### config.mk
export PLATFORM = sky130hd
export DESIGN_NAME = alu_accum_p_reg_27bits_18bits
export DESIGN_NICKNAME = d
export VERILOG_FILES = /design/src/rtl/alu_accum_p_reg_27bits_18bits.sv
export SDC_FILE = /design/constraint.sdc
export NUM_CORES = 1
export LEC_CHECK = 0
export ABC_AREA = 1
export ABC_CLOCK_PERIOD_IN_PS = 5600
export CORE_UTILIZATION = 45
export CTS_CLUSTER_SIZE = 14
export DETAILED_ROUTE_END_ITERATION = 10
export PLACE_DENSITY = 0.78
export SLEW_MARGIN = 40
export SYNTH_ARGS = -nofsm -noshare
export SYNTH_HDL_FRONTEND = slang
export SYNTH_SLANG_ARGS = --single-unit
### constraint.sdc
create_clock -name clk -period 5.6 [get_ports clk]
set_input_delay 1.68 -clock clk [delete_from_list [all_inputs] [get_ports clk]]
set_output_delay 1.68 -clock clk [all_outputs]
set_load 0.05 [all_outputs]
### src/rtl/alu_accum_p_reg_27bits_18bits.sv
// Accumulator / P-register stage behind the 45-bit SIMD ALU: counts valid beats, feeds W back, emits P.
// Optional pattern detect on the P load is enabled by defining ALU_ACCUM_PATTERN_DETECT_EN.
module alu_accum_p_reg_27bits_18bits #(
    parameter int unsigned WIDTH = 45,
    parameter int unsigned LEN_W = 8
) (
    input  logic             clk,
    input  logic             reset,
    input  logic [1:0]       USE_SIMD_in,
    input  logic [LEN_W-1:0] acc_len,
    input  logic             in_valid,
    input  logic [WIDTH-1:0] S,
    input  logic [7:0]       result_SIMD_carry_out,
`ifdef ALU_ACCUM_PATTERN_DETECT_EN
    input  logic [WIDTH-1:0] PATTERN,
    input  logic [WIDTH-1:0] MASK,
    output logic             PATTERNDETECT,
`endif
    output logic [1:0]       USE_SIMD,
    output logic [WIDTH-1:0] W,
    output logic [WIDTH-1:0] P,
    output logic             P_valid,
    output logic [7:0]       CARRY_P,
    output logic             busy
);

    typedef enum logic {
        IDLE = 1'b0,
        ACC  = 1'b1
    } state_t;

    state_t           state_q;
    logic [LEN_W-1:0] len_q;
    logic [LEN_W-1:0] count_q;
    logic [WIDTH-1:0] acc_q;
    logic [1:0]       use_simd_q;
    logic [WIDTH-1:0] p_q;
    logic [7:0]       carry_p_q;
    logic             p_valid_q;

    logic [LEN_W-1:0] len_eff;
    logic [LEN_W-1:0] count_inc;
    logic             last_beat;
    logic             load_p;

    always_comb begin
        len_eff = acc_len;
        if (acc_len == '0) begin
            len_eff = LEN_W'(1);
        end
    end

    assign count_inc = count_q + LEN_W'(1);
    assign last_beat = (count_inc == len_q);

    // P loads either on a single-beat run straight out of IDLE or on the final beat in ACC.
    always_comb begin
        load_p = 1'b0;
        if (in_valid) begin
            if (state_q == IDLE) begin
                load_p = (len_eff == LEN_W'(1));
            end else begin
                load_p = last_beat;
            end
        end
    end

    always_ff @(posedge clk or posedge reset) begin
        if (reset) begin
            state_q    <= IDLE;
            len_q      <= LEN_W'(1);
            count_q    <= '0;
            acc_q      <= '0;
            use_simd_q <= 2'b00;
        end else begin
            case (state_q)
                IDLE: begin
                    if (in_valid) begin
                        use_simd_q <= USE_SIMD_in;
                        len_q      <= len_eff;
                        count_q    <= LEN_W'(1);
                        if (len_eff != LEN_W'(1)) begin
                            acc_q   <= S;
                            state_q <= ACC;
                        end
                    end
                end
                ACC: begin
                    if (in_valid) begin
                        if (last_beat) begin
                            acc_q   <= '0;
                            count_q <= '0;
                            state_q <= IDLE;
                        end else begin
                            acc_q   <= S;
                            count_q <= count_inc;
                        end
                    end
                end
                default: state_q <= IDLE;
            endcase
        end
    end

    always_ff @(posedge clk or posedge reset) begin
        if (reset) begin
            p_q       <= '0;
            carry_p_q <= '0;
            p_valid_q <= 1'b0;
        end else begin
            p_valid_q <= load_p;
            if (load_p) begin
                p_q       <= S;
                carry_p_q <= result_SIMD_carry_out;
            end
        end
    end

`ifdef ALU_ACCUM_PATTERN_DETECT_EN
    logic pd_q;

    always_ff @(posedge clk or posedge reset) begin
        if (reset) begin
            pd_q <= 1'b0;
        end else if (load_p) begin
            pd_q <= (((S ^ PATTERN) & ~MASK) == '0);
        end
    end

    assign PATTERNDETECT = pd_q;
`endif

    assign W        = (state_q == ACC) ? acc_q : '0;
    assign busy     = (state_q == ACC);
    assign USE_SIMD = use_simd_q;
    assign P        = p_q;
    assign P_valid  = p_valid_q;
    assign CARRY_P  = carry_p_q;

endmodule

==> metrics.cfg, run 1 <==
[hold_path]
hold_path.class=reg -> reg
holdPathEnd=P[29]
holdPathStages=2
min_from=P[29]

[global_route]
grt_max_degree=70
grt_usage=0.2597
grt_pass1_vias=5291
grt_overflow_total=0
grt_first_pass_wirelength_um=25720
antenna_found_initial=0

[worst_setup_path]
path_cells=nand2_1 > inv_1 > clkdlybuf4s50_1
reg2reg_slack_ns=1.91
worstSetupStartpointType=flip-flop
rr_worst_depth=12
r2r_end=P[10]
required_ns=3.92
worst-endpoint-arrival_ns=2.27
critPathMaxStageDelay_ns=0.82
crit_path_top_delay_cell=dfrtp_4
crit_type=reg -> out
r2r_start=count_q[0]
cp-end-kind=primary output
cp_max_fo=51

[placement]
dp_hpwl_um=10080
io_buffers=167
pre_cts_ws_ns=1.425
placed_cell_area_sq_um=7129
place.gp.congestion=0.9180

[status]
status=finished with violations
violations=DRC

[pwr]
p_leak_uw=0.003941
vdd_ir_drop_max_mv=0.3580
powerDensity_nw_per_um2=589.9

[routing]
drt-met1-wl_um=6677
routed.top_layer=met4
vias=5179
first_iter_violations=400
dr_wl_met3_um=986
drc=13
postRouteWirelength_um=15360
route.met2.wl_um=7423
ant_nets=0
detail_route.wl_per_cell_um=15.69
drt-vias-per-instance=5.290
dr.pass1.iters=9

[sta]
fin_crit_ns=3.953
maxSlewViolCount=0
hold_viol=0
rsz0062_at_grt=no
finalSetupViolCount=0
setup_ws_ns=1.647
slew_headroom=0.5209
worst_pin_slew_ns=0.7178
fmax_ghz=0.2530
finalClockSkew_ns=0.01241
tns_ns=0
fin_crit_sh=0.7059

[cells_and_area]
syn_to_final_growth_pct=42.64
diodes=0
fin_nets=893
finalInstanceArea_sq_um=7710
drive_above_1_share=0.05861
fill_cells=935

[run]
drv_cap=0

[synthesis]
synth_cells=674
syn_area_per_cell_sq_um=8.020
syn-num-nets=741
syn-cell-area_sq_um=5405
synth_cell_type_count=24
synth-seq-cells=118
seq_area_frac_synth=0.5465
yosys_warnings=0

[floorplanning]
core_sq_um=11560
fp.dieW_um=111.6
pin_count=168
initial_core_util=0.4674
die-height_um=111.6
row_count=39
die-area_sq_um=12450

[clocking]
postCtsResizedCells=0
ctsHoldBuffers=0
postCtsSetupBuffers=0
cts_sinks=118
clk_path_buf_depth=2
h-tree-depth=4
numCtsBuffers=17
clock_latency_ns=0.40
clockRootBuffer=clkbuf_16
cts.clk_slew.worst_paths_ns=0.05
tritoncts=done

-- state kept, by name, summed over array words and instances, names as in the netlist --
register and cells:
busy 1, count_q 8, len_q 8, P 45, P_valid 1, CARRY_P 8, USE_SIMD 2, acc_q 45
-- cell families (layout without fill, tap and decap cells) --
group	after synthesis	count (layout)	share of synthesized area
xor gates and xnor gates	2	2	0.003241
adders and majority gates	1	1	0.002314
DFF	118	118	0.5465
AOI/OAI and AO/OA	64	64	0.06042
and+or+nand+nor	381	381	0.3021
buffers and inverters	108	270	0.08542
-- per-stage QoR --
stage / utilization / std cells / hold WS [ns] / power (uW)
finish: 0.6667 / 979 / 0.4684 / 4548
global route: 0.6667 / 979 / 0.4873 / 4761
CTS: 0.6662 / 979 / 0.4706 / 4568
detailed placement: 0.6165 / 950 / 0.4575 / 3490
global placement: 0.6137 / 948 / 0.4562 / 3434
floorplan: - / 674 / 0.4661 / 2735
-- cell usage after synthesis (all sizes together) --
cell / instances / area share
ha: 1 / 0.0023
dfrtp: 117 / 0.54
nor2: 11 / 0.0090
o22a: 1 / 0.0016
nand3b: 1 / 0.0014
nand4: 6 / 0.0069
o21bai: 1 / 0.0014
xor2: 1 / 0.0016
a21oi: 2 / 0.0019
nand3: 118 / 0.11
dfstp: 1 / 0.0049
nor3: 1 / 0.00093
o21ai: 60 / 0.056
inv: 67 / 0.047
buf: 16 / 0.022
nand2: 244 / 0.17
xnor2: 1 / 0.0016
clkbuf: 25 / 0.017
-- critical path, delay by kind of cell (launching register included) --
family | cells | cell delay [ns]
buffers and inverters | 2 | 0.87
flip-flops | 1 | 0.82
AND/OR/NAND/NOR | 1 | 0.17
-- metal layers --
layer  track usage  vias up
met3       0.04682       23
met4       0.09820        0
met5             0        -
met2        0.4292      235
met1        0.3423     2481
li1              -     2440
-- report_power, final --
part | leakage, uW | total [uW] | internal [uW] | switching, uW
clock | 0.000276 | 1070 | 699 | 366
combinational | 0.00219 | 2140 | 679 | 1460
sequential | 0.00147 | 1350 | 1130 | 218
-- cell usage in the layout, fill, tap and decap left out, drive strengths merged --
| cell | Yosys | final |
|---|---|---|
| nand2 | 244 | 244 |
| clkdlybuf4s50 | 0 | 166 |
| nand3 | 118 | 118 |
| dfrtp | 117 | 117 |
| inv | 67 | 67 |
| o21ai | 60 | 60 |
| clkbuf | 25 | 19 |
| nor2 | 11 | 11 |
| buf | 16 | 8 |
| nand4 | 6 | 6 |
| clkinv | 0 | 4 |
| bufinv | 0 | 3 |
| clkinvlp | 0 | 3 |
| a21oi | 2 | 2 |
| xor2 | 1 | 1 |
| xnor2 | 1 | 1 |
| nand3b | 1 | 1 |
| o21bai | 1 | 1 |
| nor3 | 1 | 1 |
| o22a | 1 | 1 |
| ha | 1 | 1 |
| dfstp | 1 | 1 |
-- how the worst max path moves through the flow --
stage | slack [ns] | end | from
6_report | 1.65 | W[25] | busy
5_1_grt | 1.52 | W[25] | busy
4_1_cts | 1.66 | W[0] | busy
3_5_place_dp | 1.42 | CARRY_P[0] | acc_len[5]
3_3_place_gp | 1.65 | P[7] | acc_len[5]
2_1_floorplan | 0.79 | CARRY_P[0] | reset
-- area by class of cell --
cell class,count,area (sq um),area share
clock buffers,19,442.9,0.05745
clock inverters,10,132.6,0.01720
flip-flops and latches,118,2958,0.3836
well taps,143,178.9,0.02321
inverters,67,256.5,0.03327
repair buffers,174,1734,0.2249
multi-input cells,448,2007,0.2603
Power figures use the tool's default switching activity.
==> inputs of run 2 (changes only) <==
ABC_CLOCK_PERIOD_IN_PS = 4100   (was 5600)
clock period = 4.1 ns   (was 5.6 ns; I/O delays follow)
==> metrics.cfg, run 2 (same netlist as run 1, synthesis figures left out) <==
[placement]
placed_cell_area_sq_um=7148
io_buffers=167
dp_hpwl_um=10270
place.gp.congestion=0.8895

[routing]
ant_nets=0
drc=14
postRouteWirelength_um=15430
first_iter_violations=381
drt-vias-per-instance=5.348
vias=5262
dr.pass1.iters=9
detail_route.wl_per_cell_um=15.68

[clocking]
cts.clk_slew.worst_paths_ns=0.05
clockRootBuffer=clkbuf_16
ctsHoldBuffers=0
clock_latency_ns=0.41
numCtsBuffers=17
cts_sinks=118
clk_path_buf_depth=2
postCtsResizedCells=0
tritoncts=done
postCtsSetupBuffers=0
h-tree-depth=4

[cells_and_area]
most-common-layout-cells=nand2_1, clkdlybuf4s50_1, nand3_1
fill_cells=919
finalInstanceArea_sq_um=7755
fin_nets=895
syn_to_final_growth_pct=43.47
layout_commonest_cell=nand2_1
diodes=0
drive_above_1_share=0.06302

[sta]
slew_headroom=0.5531
hold_viol=0
fin_crit_ns=3.455
fmax_ghz=0.2895
fin_crit_sh=0.8426
tns_ns=0
finalSetupViolCount=0
worst_pin_slew_ns=0.6689
maxSlewViolCount=0
rsz0062_at_grt=no
finalClockSkew_ns=0.009707

[pwr]
powerDensity_nw_per_um2=808.9
seq_power_share=0.292
vdd_ir_drop_max_mv=0.4155
combinationalPowerShare=0.469
p_leak_uw=0.003972
power.total_uw=6273
p_int_uw=3474
power_frac_clock=0.239
p_sw_uw=2799
switching_share=0.4462

[floorplanning]
row_count=39
pin_count=168
die-area_sq_um=12450
die-height_um=111.6
core_sq_um=11560
fp.dieW_um=111.6
initial_core_util=0.4674

[worst_setup_path]
cp-end-kind=primary output
crit_path_top_delay_cell=clkdlybuf4s50_1
critPathBufInv=2
cp_max_fo=47
worstSetupStartpointType=flip-flop
crit_family=buffers and inverters
crit_type=reg -> out
worst-endpoint-arrival_ns=2.22
path_cells=nand2_1 > inv_1 > clkdlybuf4s50_1
critPathMaxStageDelay_ns=0.81
required_ns=2.87

[global_route]
grt_usage=0.2612
grt_pass1_vias=5147
grt_first_pass_wirelength_um=25660
grt_overflow_total=0
grt_max_degree=67
antenna_found_initial=0

[status]
violations=DRC
status=finished with violations

[hold_path]
hold_path.class=reg -> reg

[run]
drv_cap=0

## run 2: changes by cell type in the layout (fill, tap and decap cells not counted), sizes merged
cell      change
clkbuf        +4
clkinvlp      -2
buf           +2
inv           -1
clkinv        +2
## run 2: path summary, 6_finish.rpt
check | cells past startpoint | start | slack [ns] | to
setup / recovery | 3 | busy | 0.65 | W[5]
hold / removal | 2 | CARRY_P[1] | 0.47 | CARRY_P[1]
setup reg to reg | 12 | count_q[0] | 0.75 | P[30]
hold reg to reg | 2 | CARRY_P[1] | 0.47 | CARRY_P[1]
max in group asynchronous | 3 | reset | 2.05 | len_q[0]
min in group asynchronous | 2 | reset | 1.28 | P[34]
## run 2: power by group through the flow
| stage | clock network (uW) | logic (uW) | registers (uW) |
|---|---|---|---|
| 2_1_floorplan | 0 | 1110 | 2630 |
| 3_3_place_gp | 0 | 2870 | 1820 |
| 3_5_place_dp | 0 | 2940 | 1830 |
| 4_1_cts | 1510 | 2950 | 1830 |
| 5_1_grt | 1570 | 3120 | 1880 |
| 6_report | 1500 | 2940 | 1830 |
## run 2: through the flow
stage	utilization	setup slack, ns	hold WS, ns	cells
CTS	0.6701	0.4425	0.4716	984
finish	0.6706	0.6455	0.4687	984
global route	0.6706	0.4115	0.4906	984
global placement	0.6168	0.6430	0.4544	951
floorplan	-	1.172	0.4661	674
detailed placement	0.6181	0.4973	0.4588	952
## run 2: tightest hold or removal path, delay by kind of cell, from the launching register on
family           cells  cell delay [ns]
flip-flops           1             0.33
AND/OR/NAND/NOR      2             0.10
## run 2: area by class of cell
| class | count | area [sq um] | area share |
|---|---|---|---|
| Inverter | 67 | 255.2 | 0.03291 |
| Multi-Input combinational cell | 448 | 2007 | 0.2588 |
| Clock buffer | 23 | 478.0 | 0.06163 |
| Timing Repair Buffer | 176 | 1754 | 0.2262 |
| Tap cell | 143 | 178.9 | 0.02307 |
| Clock inverter | 9 | 123.9 | 0.01597 |
| Sequential cell | 118 | 2958 | 0.3814 |
## run 2: metal layers
layer  wire length, um  global-route usage
met2              7445              0.4200
met5                 0                   0
met1              6596              0.3497
met3              1126             0.05770
met4               263             0.09369
